[src/rtl/punch_card_reader_if.sv]
// Card stream handshake between the deck reader (master) and the drum/adder logic (slave).
interface punch_card_reader_if #(
    parameter int CW     = 20,
    parameter int ADDR_W = 4
);
    logic              card_valid;
    logic              card_ready;
    logic [CW-1:0]     card_data;
    logic [ADDR_W-1:0] card_idx;
    logic              card_last;

    modport master (
        output card_valid,
        output card_data,
        output card_idx,
        output card_last,
        input  card_ready
    );

    modport slave (
        input  card_valid,
        input  card_data,
        input  card_idx,
        input  card_last,
        output card_ready
    );
endinterface

[src/rtl/punch_card_reader.sv]
// Writable punch-card deck store: NUM_DECKS decks of DEPTH BCD cards (4'hF = unpunched),
// streaming one selected deck card-by-card to the drum/adder logic over valid/ready.
module punch_card_reader #(
    parameter int DIGITS    = 5,
    parameter int DEPTH     = 15,
    parameter int NUM_DECKS = 8,
    parameter int DECK_W    = (NUM_DECKS > 1) ? $clog2(NUM_DECKS) : 1,
    parameter int ADDR_W    = (DEPTH > 1) ? $clog2(DEPTH) : 1
) (
    input  logic                  clk,
    input  logic                  reset_n,
    input  logic                  wr_en,
    input  logic [DECK_W-1:0]     wr_deck,
    input  logic [ADDR_W-1:0]     wr_addr,
    input  logic [4*DIGITS-1:0]   wr_data,
    input  logic                  start,
    input  logic [DECK_W-1:0]     deck_sel,
    input  logic                  stop_on_blank,
    input  logic                  abort,
    output logic                  busy,
    output logic                  done,
    output logic                  err,
    punch_card_reader_if.master   card
);
    localparam int CW      = 4 * DIGITS;
    localparam int WORDS   = NUM_DECKS * DEPTH;
    localparam int MEM_W   = (WORDS > 1) ? $clog2(WORDS) : 1;
    localparam int WIDE_W  = DECK_W + ADDR_W;
    localparam int DECK_WP = DECK_W + 1;
    localparam int ADDR_WP = ADDR_W + 1;

    localparam logic [CW-1:0]      BLANK_CARD = {CW{1'b1}};
    localparam logic [ADDR_W-1:0]  LAST_IDX   = ADDR_W'(DEPTH - 1);
    localparam logic [ADDR_W-1:0]  FIRST_IDX  = {ADDR_W{1'b0}};
    localparam logic [DECK_W:0]    DECK_LIMIT = DECK_WP'(NUM_DECKS);
    localparam logic [ADDR_W:0]    ADDR_LIMIT = ADDR_WP'(DEPTH);

    typedef enum logic [1:0] {
        ST_IDLE    = 2'd0,
        ST_FETCH   = 2'd1,
        ST_PRESENT = 2'd2,
        ST_BLANK   = 2'd3
    } state_t;

    function automatic logic [MEM_W-1:0] word_addr(input logic [DECK_W-1:0] deck,
                                                   input logic [ADDR_W-1:0] idx);
        logic [WIDE_W-1:0] wide;
        wide = WIDE_W'(deck) * WIDE_W'(DEPTH) + WIDE_W'(idx);
        return MEM_W'(wide);
    endfunction

    // Power-up contents are all unpunched; reset deliberately leaves the decks alone.
    logic [CW-1:0] mem_r [WORDS] = '{default: BLANK_CARD};

    state_t            state_r;
    logic [DECK_W-1:0] deck_r;
    logic              stop_r;
    logic [ADDR_W-1:0] idx_r;
    logic [CW-1:0]     data_r;
    logic              valid_r;
    logic              last_r;
    logic              busy_r;
    logic              done_r;
    logic              err_r;

    logic              wr_hit_s;
    logic [MEM_W-1:0]  wr_word_s;
    logic [MEM_W-1:0]  rd_word_addr_s;
    logic [CW-1:0]     rd_word_s;
    logic              deck_ok_s;
    logic              blank_s;

    assign wr_hit_s       = wr_en && ({1'b0, wr_deck} < DECK_LIMIT) && ({1'b0, wr_addr} < ADDR_LIMIT);
    assign wr_word_s      = word_addr(wr_deck, wr_addr);
    assign rd_word_addr_s = word_addr(deck_r, idx_r);
    assign rd_word_s      = mem_r[rd_word_addr_s];
    assign deck_ok_s      = ({1'b0, deck_sel} < DECK_LIMIT);
    assign blank_s        = stop_r && (rd_word_s == BLANK_CARD);

    // Card store write port; a fetch on the same edge still captures the previous word.
    always_ff @(posedge clk) begin
        if (wr_hit_s) begin
            mem_r[wr_word_s] <= wr_data;
        end
    end

    // Sequencer: start -> fetch -> present (or blank) -> next card / finish.
    always_ff @(posedge clk) begin
        if (!reset_n) begin
            state_r <= ST_IDLE;
            deck_r  <= {DECK_W{1'b0}};
            stop_r  <= 1'b0;
            idx_r   <= FIRST_IDX;
            data_r  <= BLANK_CARD;
            valid_r <= 1'b0;
            last_r  <= 1'b0;
            busy_r  <= 1'b0;
            done_r  <= 1'b0;
            err_r   <= 1'b0;
        end else begin
            done_r <= 1'b0;
            err_r  <= 1'b0;
            if (abort && (state_r != ST_IDLE)) begin
                // An aborted card counts as not consumed even if ready was high.
                state_r <= ST_IDLE;
                valid_r <= 1'b0;
                last_r  <= 1'b0;
                busy_r  <= 1'b0;
            end else begin
                case (state_r)
                    ST_IDLE: begin
                        if (start && deck_ok_s) begin
                            deck_r  <= deck_sel;
                            stop_r  <= stop_on_blank;
                            idx_r   <= FIRST_IDX;
                            busy_r  <= 1'b1;
                            state_r <= ST_FETCH;
                        end else if (start) begin
                            err_r <= 1'b1;
                        end
                    end
                    ST_FETCH: begin
                        data_r  <= rd_word_s;
                        valid_r <= !blank_s;
                        last_r  <= !blank_s && (idx_r == LAST_IDX);
                        state_r <= ST_PRESENT;
                    end
                    ST_PRESENT: begin
                        if (!valid_r) begin
                            done_r  <= 1'b1;
                            state_r <= ST_BLANK;
                        end else if (card.card_ready) begin
                            valid_r <= 1'b0;
                            last_r  <= 1'b0;
                            if (idx_r == LAST_IDX) begin
                                done_r  <= 1'b1;
                                busy_r  <= 1'b0;
                                state_r <= ST_IDLE;
                            end else begin
                                idx_r   <= idx_r + ADDR_W'(1);
                                state_r <= ST_FETCH;
                            end
                        end
                    end
                    ST_BLANK: begin
                        busy_r  <= 1'b0;
                        state_r <= ST_IDLE;
                    end
                    default: begin
                        valid_r <= 1'b0;
                        last_r  <= 1'b0;
                        busy_r  <= 1'b0;
                        state_r <= ST_IDLE;
                    end
                endcase
            end
        end
    end

    assign card.card_valid = valid_r;
    assign card.card_data  = data_r;
    assign card.card_idx   = idx_r;
    assign card.card_last  = last_r;
    assign busy            = busy_r;
    assign done            = done_r;
    assign err             = err_r;
endmodule

[src/flat_wrapper.sv]
// flat-port wrapper written by rule: the top's interface ports become plain ports
module punch_card_reader_flat 
#(
    parameter int DIGITS    = 5,
    parameter int DEPTH     = 15,
    parameter int NUM_DECKS = 8,
    parameter int DECK_W    = (NUM_DECKS > 1) ? $clog2(NUM_DECKS) : 1,
    parameter int ADDR_W    = (DEPTH > 1) ? $clog2(DEPTH) : 1
)
  (clk, reset_n, wr_en, wr_deck, wr_addr, wr_data, start, deck_sel, stop_on_blank, abort, busy, done, err, card_card_valid, card_card_data, card_card_idx, card_card_last, card_card_ready);
  punch_card_reader_if #(.ADDR_W(ADDR_W)) card_i ();
  input  logic clk;
  input  logic reset_n;
  input  logic wr_en;
  input  logic [DECK_W-1:0] wr_deck;
  input  logic [ADDR_W-1:0] wr_addr;
  input  logic [4*DIGITS-1:0] wr_data;
  input  logic start;
  input  logic [DECK_W-1:0] deck_sel;
  input  logic stop_on_blank;
  input  logic abort;
  output logic busy;
  output logic done;
  output logic err;
  output wire logic [$bits(card_i.card_valid)-1:0] card_card_valid;
  output wire logic [$bits(card_i.card_data)-1:0] card_card_data;
  output wire logic [$bits(card_i.card_idx)-1:0] card_card_idx;
  output wire logic [$bits(card_i.card_last)-1:0] card_card_last;
  input wire logic [$bits(card_i.card_ready)-1:0] card_card_ready;
  assign card_card_valid = card_i.card_valid;
  assign card_card_data = card_i.card_data;
  assign card_card_idx = card_i.card_idx;
  assign card_card_last = card_i.card_last;
  assign card_i.card_ready = card_card_ready;
  punch_card_reader #(.DIGITS(DIGITS), .DEPTH(DEPTH), .NUM_DECKS(NUM_DECKS), .DECK_W(DECK_W), .ADDR_W(ADDR_W)) u_core (.clk(clk), .reset_n(reset_n), .wr_en(wr_en), .wr_deck(wr_deck), .wr_addr(wr_addr), .wr_data(wr_data), .start(start), .deck_sel(deck_sel), .stop_on_blank(stop_on_blank), .abort(abort), .busy(busy), .done(done), .err(err), .card(card_i));
endmodule
[config.mk]
export PLATFORM = sky130hd
export DESIGN_NAME = punch_card_reader_flat
export DESIGN_NICKNAME = d
export VERILOG_FILES = /design/src/rtl/punch_card_reader_if.sv /design/src/rtl/punch_card_reader.sv /design/src/flat_wrapper.sv
export SDC_FILE = /design/constraint.sdc
export NUM_CORES = 2
export LEC_CHECK = 0
export ABC_AREA = 1
export CORE_MARGIN = 2
export CORE_UTILIZATION = 44
export DETAILED_ROUTE_END_ITERATION = 6
export GPL_TIMING_DRIVEN = 1
export PLACE_DENSITY = 0.66
export SYNTH_ARGS = -nofsm -noshare
export SYNTH_HDL_FRONTEND = slang
export SYNTH_SLANG_ARGS = --single-unit
export TNS_END_PERCENT = 5
[constraint.sdc]
create_clock -name clk -period 6.3 [get_ports clk]
set_input_delay 0.63 -clock clk [delete_from_list [all_inputs] [get_ports clk]]
set_output_delay 0.63 -clock clk [all_outputs]
set_load 0.03 [all_outputs]
# After elaboration in Yosys (flattened, before gate mapping)

Memory sizes are Yosys's and may differ from the RTL's.
Cells that the tools add are included.

Output and inout port bits: 29
Memories kept: 1
Logic and storage cells: 74
Flip-flop bits (word level): 34
Bits in writable memories: 2,400

Magnitude comparators: 1
Equality and inequality tests: 11
Reduce and logical (&&, ||, !) cells: 18
Muxes and demuxes: 26
Bitwise gates (word level): 3
Add/sub/neg operators: 3
Multipliers: 2

Memory list:

| name         | words | bits a word | read ports | clocked after Yosys merged registers in | write ports | RTL line                | source |
|---|---|---|---|---|---|---|---|
| u_core.mem_r | 120   | 20          | 1          | 0                                       | 1           | punch_card_reader.sv:53 | `logic [CW-1:0] mem_r [WORDS] = '{default: BLANK_CARD};` |

Operator list:

| cell                 | number |
|---|---|
| $eq 20x20->1 const B | 1 |
| $mux 4               | 4 |
| $add 7x4->7          | 2 |
| $mul 3x4->7 const B  | 2 |
| $mux 1               | 14 |
| $pmux 2 s4           | 1 |
| $pmux 4 s2           | 1 |
| $mux 2               | 3 |
| $ne 2x2->1 const B   | 3 |
| $reduce_and 3->1     | 2 |
| $reduce_and 6->1     | 1 |
| $reduce_bool 2->1    | 3 |
| $reduce_and 5->1     | 1 |
| $add 4x1->4 const B  | 1 |
| $eq 2x2->1 const B   | 2 |
| $eq 4x4->1 const B   | 1 |
| $logic_and 1x1->1    | 4 |
| $lt 4x4->1 const B   | 1 |
| $ne 2x1->1 const B   | 2 |
| $pmux 1 s2           | 2 |
| $reduce_and 2->1     | 2 |
| $ne 3x3->1 const B   | 1 |
| $not 1->1            | 3 |
| $pmux 1 s3           | 1 |
| other kinds (6)      | 6 |

# Logic depth before layout (Yosys ltp)

An unclocked memory read counts as a cell.

Depth in word-level cells: 8
Mapped depth: 23

# Least setup slack after synthesis

OpenSTA, ideal clock, no wires.

Path type: input to register
Start point: input wr_deck[0]
End point: memory u_core.mem_r[0][0] (enable)
Buffers on the path: 0
Stages on the path: 14
Library setup time: 0.397 ns
Path slack: 1.900 ns
Data arrival time: 4.004 ns
Data required time: 5.903 ns
Cells stage by stage: fa_1 -> inv_1 -> fa_1 -> inv_1 -> ha_1 -> nand3_1 -> nand2_1 -> a21o_1 -> a21oi_1 -> xor2_1 -> inv_1 -> nor2_1 -> nand2_1 -> nor2_1

Longest elaborated chain between the ends: 2

RTL lines:

| item        | RTL line                | source |
|---|---|---|
| from (decl) | flat_wrapper.sv:15      | `input logic [DECK_W-1:0] wr_deck;` |
| $mul 3x4->7 | punch_card_reader.sv:48 | `wide = WIDE_W'(deck) * WIDE_W'(DEPTH) + WIDE_W'(idx);` |
| $add 7x4->7 | punch_card_reader.sv:48 |  |
| to (decl)   | punch_card_reader.sv:53 |  |

Every way passes these cells.

# Final worst setup path

Start point: register u_core.deck_r[0]
End point: register u_core.valid_r, in the netlist u_core.card.card_valid

Longest elaborated chain between the ends: 7

RTL lines:

| item                   | RTL line                 | source |
|---|---|---|
| from (decl)            | punch_card_reader.sv:56  | `logic [DECK_W-1:0] deck_r;` |
| from (signal assigned) | punch_card_reader.sv:91  | `deck_r <= {DECK_W{1'b0}};` |
| from (signal assigned) | punch_card_reader.sv:113 | `deck_r <= deck_sel;` |
| $mul 3x4->7            | punch_card_reader.sv:48  |  |
| $add 7x4->7            | punch_card_reader.sv:48  |  |
| $mem_v2 120x20         | n/a                      |  |
| $eq 20x20->1           | punch_card_reader.sv:78  | `assign blank_s = stop_r && (rd_word_s == BLANK_CARD);` |
| $logic_and 1x1->1      | punch_card_reader.sv:78  |  |
| $logic_not 1->1        | punch_card_reader.sv:124 | `valid_r <= !blank_s;` |
| $pmux 1 s2             | punch_card_reader.sv:110 | `case (state_r)` |
| to (signal assigned)   | punch_card_reader.sv:124 |  |
| to (decl)              | punch_card_reader.sv:60  | `logic valid_r;` |

Every way passes these cells.
A chain may end at the register's enable or synchronous reset.

==> results.ini <==
[sta]
worstMarginPinSlew_ps=1190
post-route-period-util=0.914
setup-violations-final=0
tns_ps=0
fmax_mhz=174
slew_headroom=0.207
slew_viol_final=0
period_minus_slack_ps=5760
finalClockSkew_ps=39.1
rsz0062_at_grt=false
timing_hold_violations_final=0
fin_ws_ps=543

[cells_and_area]
layout_common_cells=nand2_1, edfxtp_1, nand3_1, clkbuf_16, buf_4
final_nets=8357
regArea_um2=72700
drive_above_1_share=0.0933
syn2layout_area_growth_pct=13.2
multi_input_area_um2=23400
fillCellCount=19100
final_common_cell=nand2_1

[synthesis]
yosysTopAreaCell=edfxtp_1
ys_types=33
syn-num-nets=8298
syn_avg_cell_area_um2=12.0
syn_area_um2=98700
synth.area.top_cells=edfxtp_1, nand3_1, nand2_1
ys_seq_area_frac=0.737
ys.warnings.count=0
yosysTopAreaCellShare=0.731
synth_cells=8224
ys_ff_latch=2434

[clocking]
postCtsHoldBufs=0
h-tree-depth=4
tritoncts=built
cts-root-buf=clkbuf_16
clockBufferDepth=3
cts_buffers=233
post-cts-setup-buffer-count=0
cts_resized=0
path_clk_slew_ps=60
cts.sinks=2434
insertion_delay_ps=890

[power]
power.switching_uw=23800
clock_power_share=0.247
combPwrFrac=0.421
switching_share=0.429
powerDensity_nw_per_um2=497
p_leak_uw=0.0388
seqPwrFrac=0.332
peakVddDrop_v=0.000580
power.internal_uw=31700

[route]
postRouteAntennaNets=0
wire_per_inst_um=26.0
drc=0
routed_wl_mm=298
drtIter0Drc=10700
detailroute.via_count=66400
drtPass1Iterations=6
drt-vias-per-instance=5.80

[worst_setup_path]
criticalPathCategory=reg2reg
critPathRequiredTime_ps=7060
end_kind=flip-flop
worst_setup_path_start_kind=flip-flop
cp.arrival_ps=6520
crit_fanout=65

[outcome]
outcome=finished clean

[grt]
grt_pass1_vias=61600
grt_pass1_wl_mm=431
grtUsageTotal=0.256
antenna_found_initial=11
overflow=0
grt_max_degree=190

[floorplanning]
ioPinCount=66
fp.coreArea_um2=223000
start_util=0.443
die_area_um2=228000
die_h_um=478
die_w_um=478
rows=173

[min_path]
hold_class=in2reg

[placed_design]
place_hpwl_mm=171
place_congestion=0.925
port_buffers=64
pre_cts_ws_ps=689

[job]
drv_cap=0

==> cell usage after synthesis (all sizes together) <==
library cell     n
a21boi           1
a21o             1
a21oi           55
a31oi            1
buf            402
clkbuf         135
clkinv           1
conb             1
dfxtp           34
edfxtp        2400
fa               8
ha              29
inv             74
nand2         2475
nand3         2169
nand3b           1
nand4            2
nor2           271
nor3             3
o211ai          35
o21ai          102
o21ba            1
o21bai           2
or2             12
xnor2            6
xor2             3
==> final timing paths <==
path | start | to | slack (ps) | cells past startpoint
worst max-delay path | u_core.deck_r[0] | u_core.card.card_valid | 540 | 20
worst min-delay path | wr_data[8] | u_core.mem_r[95][8] | 170 | 1
worst min register to register | u_core.card.card_data[10] | u_core.card.card_data[10] | 500 | 2
worst max register to register | u_core.deck_r[0] | u_core.card.card_valid | 540 | 20
==> cells by family after synthesis <==
kind of cell	share of synthesized area
AOI/OAI and AO/OA	0.0111
xor gates and xnor gates	0.000951
adders and majority gates	0.00530
buffers and inverters	0.0296
DFF	0.737
other	0.0000380
and+or+nand+nor	0.216
==> power groups by stage <==
stage | Combinational, uW | Clock, uW | Sequential (uW)
floorplan | 13700 | 0 | 18700
global route | 24800 | 14400 | 18400
global placement | 22700 | 0 | 18700
finish | 23400 | 13700 | 18400
detailed placement | 22800 | 0 | 18700
CTS | 22900 | 13800 | 18400
==> worst max-delay path, cell delays in order, from the launching register on <==
cell and delay [ps]:
dfxtp_1 450, inv_1 130, fa_1 660, xnor2_1 150, ha_1 270, inv_1 80, fa_4 800, inv_8 500
nand3_1 260, nand3_1 250, nand3_1 310, nand3_1 320, nand2_1 100, nand2_1 70, nand2_1 80, nor2_1 110
nand2_1 50, nor2_1 220, nand3_1 350, a21oi_1 230, nor2_1 50
==> registers in the layout, indices dropped and copies added, names as in the netlist <==
signal / count
u_core.mem_r: 2400
u_core.card.card_data: 20
u_core.stop_r: 1
u_core.done: 1
u_core.state_r: 2
u_core.card.card_valid: 1
u_core.deck_r: 3
u_core.card.card_last: 1
u_core.busy: 1
u_core.card.card_idx: 4
==> per-stage QoR <==
step / power [uW] / hold WS (ps) / std cells / area [um2] / util
floorplan: 32400 / 437 / 8224 / 98700 / -
global placement: 41500 / 480 / 11000 / 104000 / 0.468
detailed placement: 41500 / 487 / 11000 / 104000 / 0.468
CTS: 55100 / 116 / 11500 / 112000 / 0.502
global route: 57700 / 151 / 11500 / 112000 / 0.502
finish: 55500 / 170 / 11500 / 112000 / 0.502
==> layer usage <==
metal  share of wire  wire length [um]  up-vias  global-route usage
met4           0.047             14100        2               0.108
met5        0.000044                13        -                   0
li1                -                 -    29400                   -
met2            0.45            133000     3949               0.382
met3            0.11             33300      528              0.0484
met1            0.39            118000    32600               0.367
==> area by class of cell <==
| cell class | instances | area share |
|---|---|---|
| Tap cell | 2975 | 0.0333 |
| Sequential cell | 2434 | 0.652 |
| Clock inverter | 131 | 0.0111 |
| Clock buffer | 301 | 0.0551 |
| Timing Repair Buffer | 361 | 0.0367 |
| Antenna cell | 2 | 0.0000448 |
| Multi-Input combinational cell | 5178 | 0.209 |
| Inverter | 75 | 0.00285 |
Power figures use the tool's default switching activity.
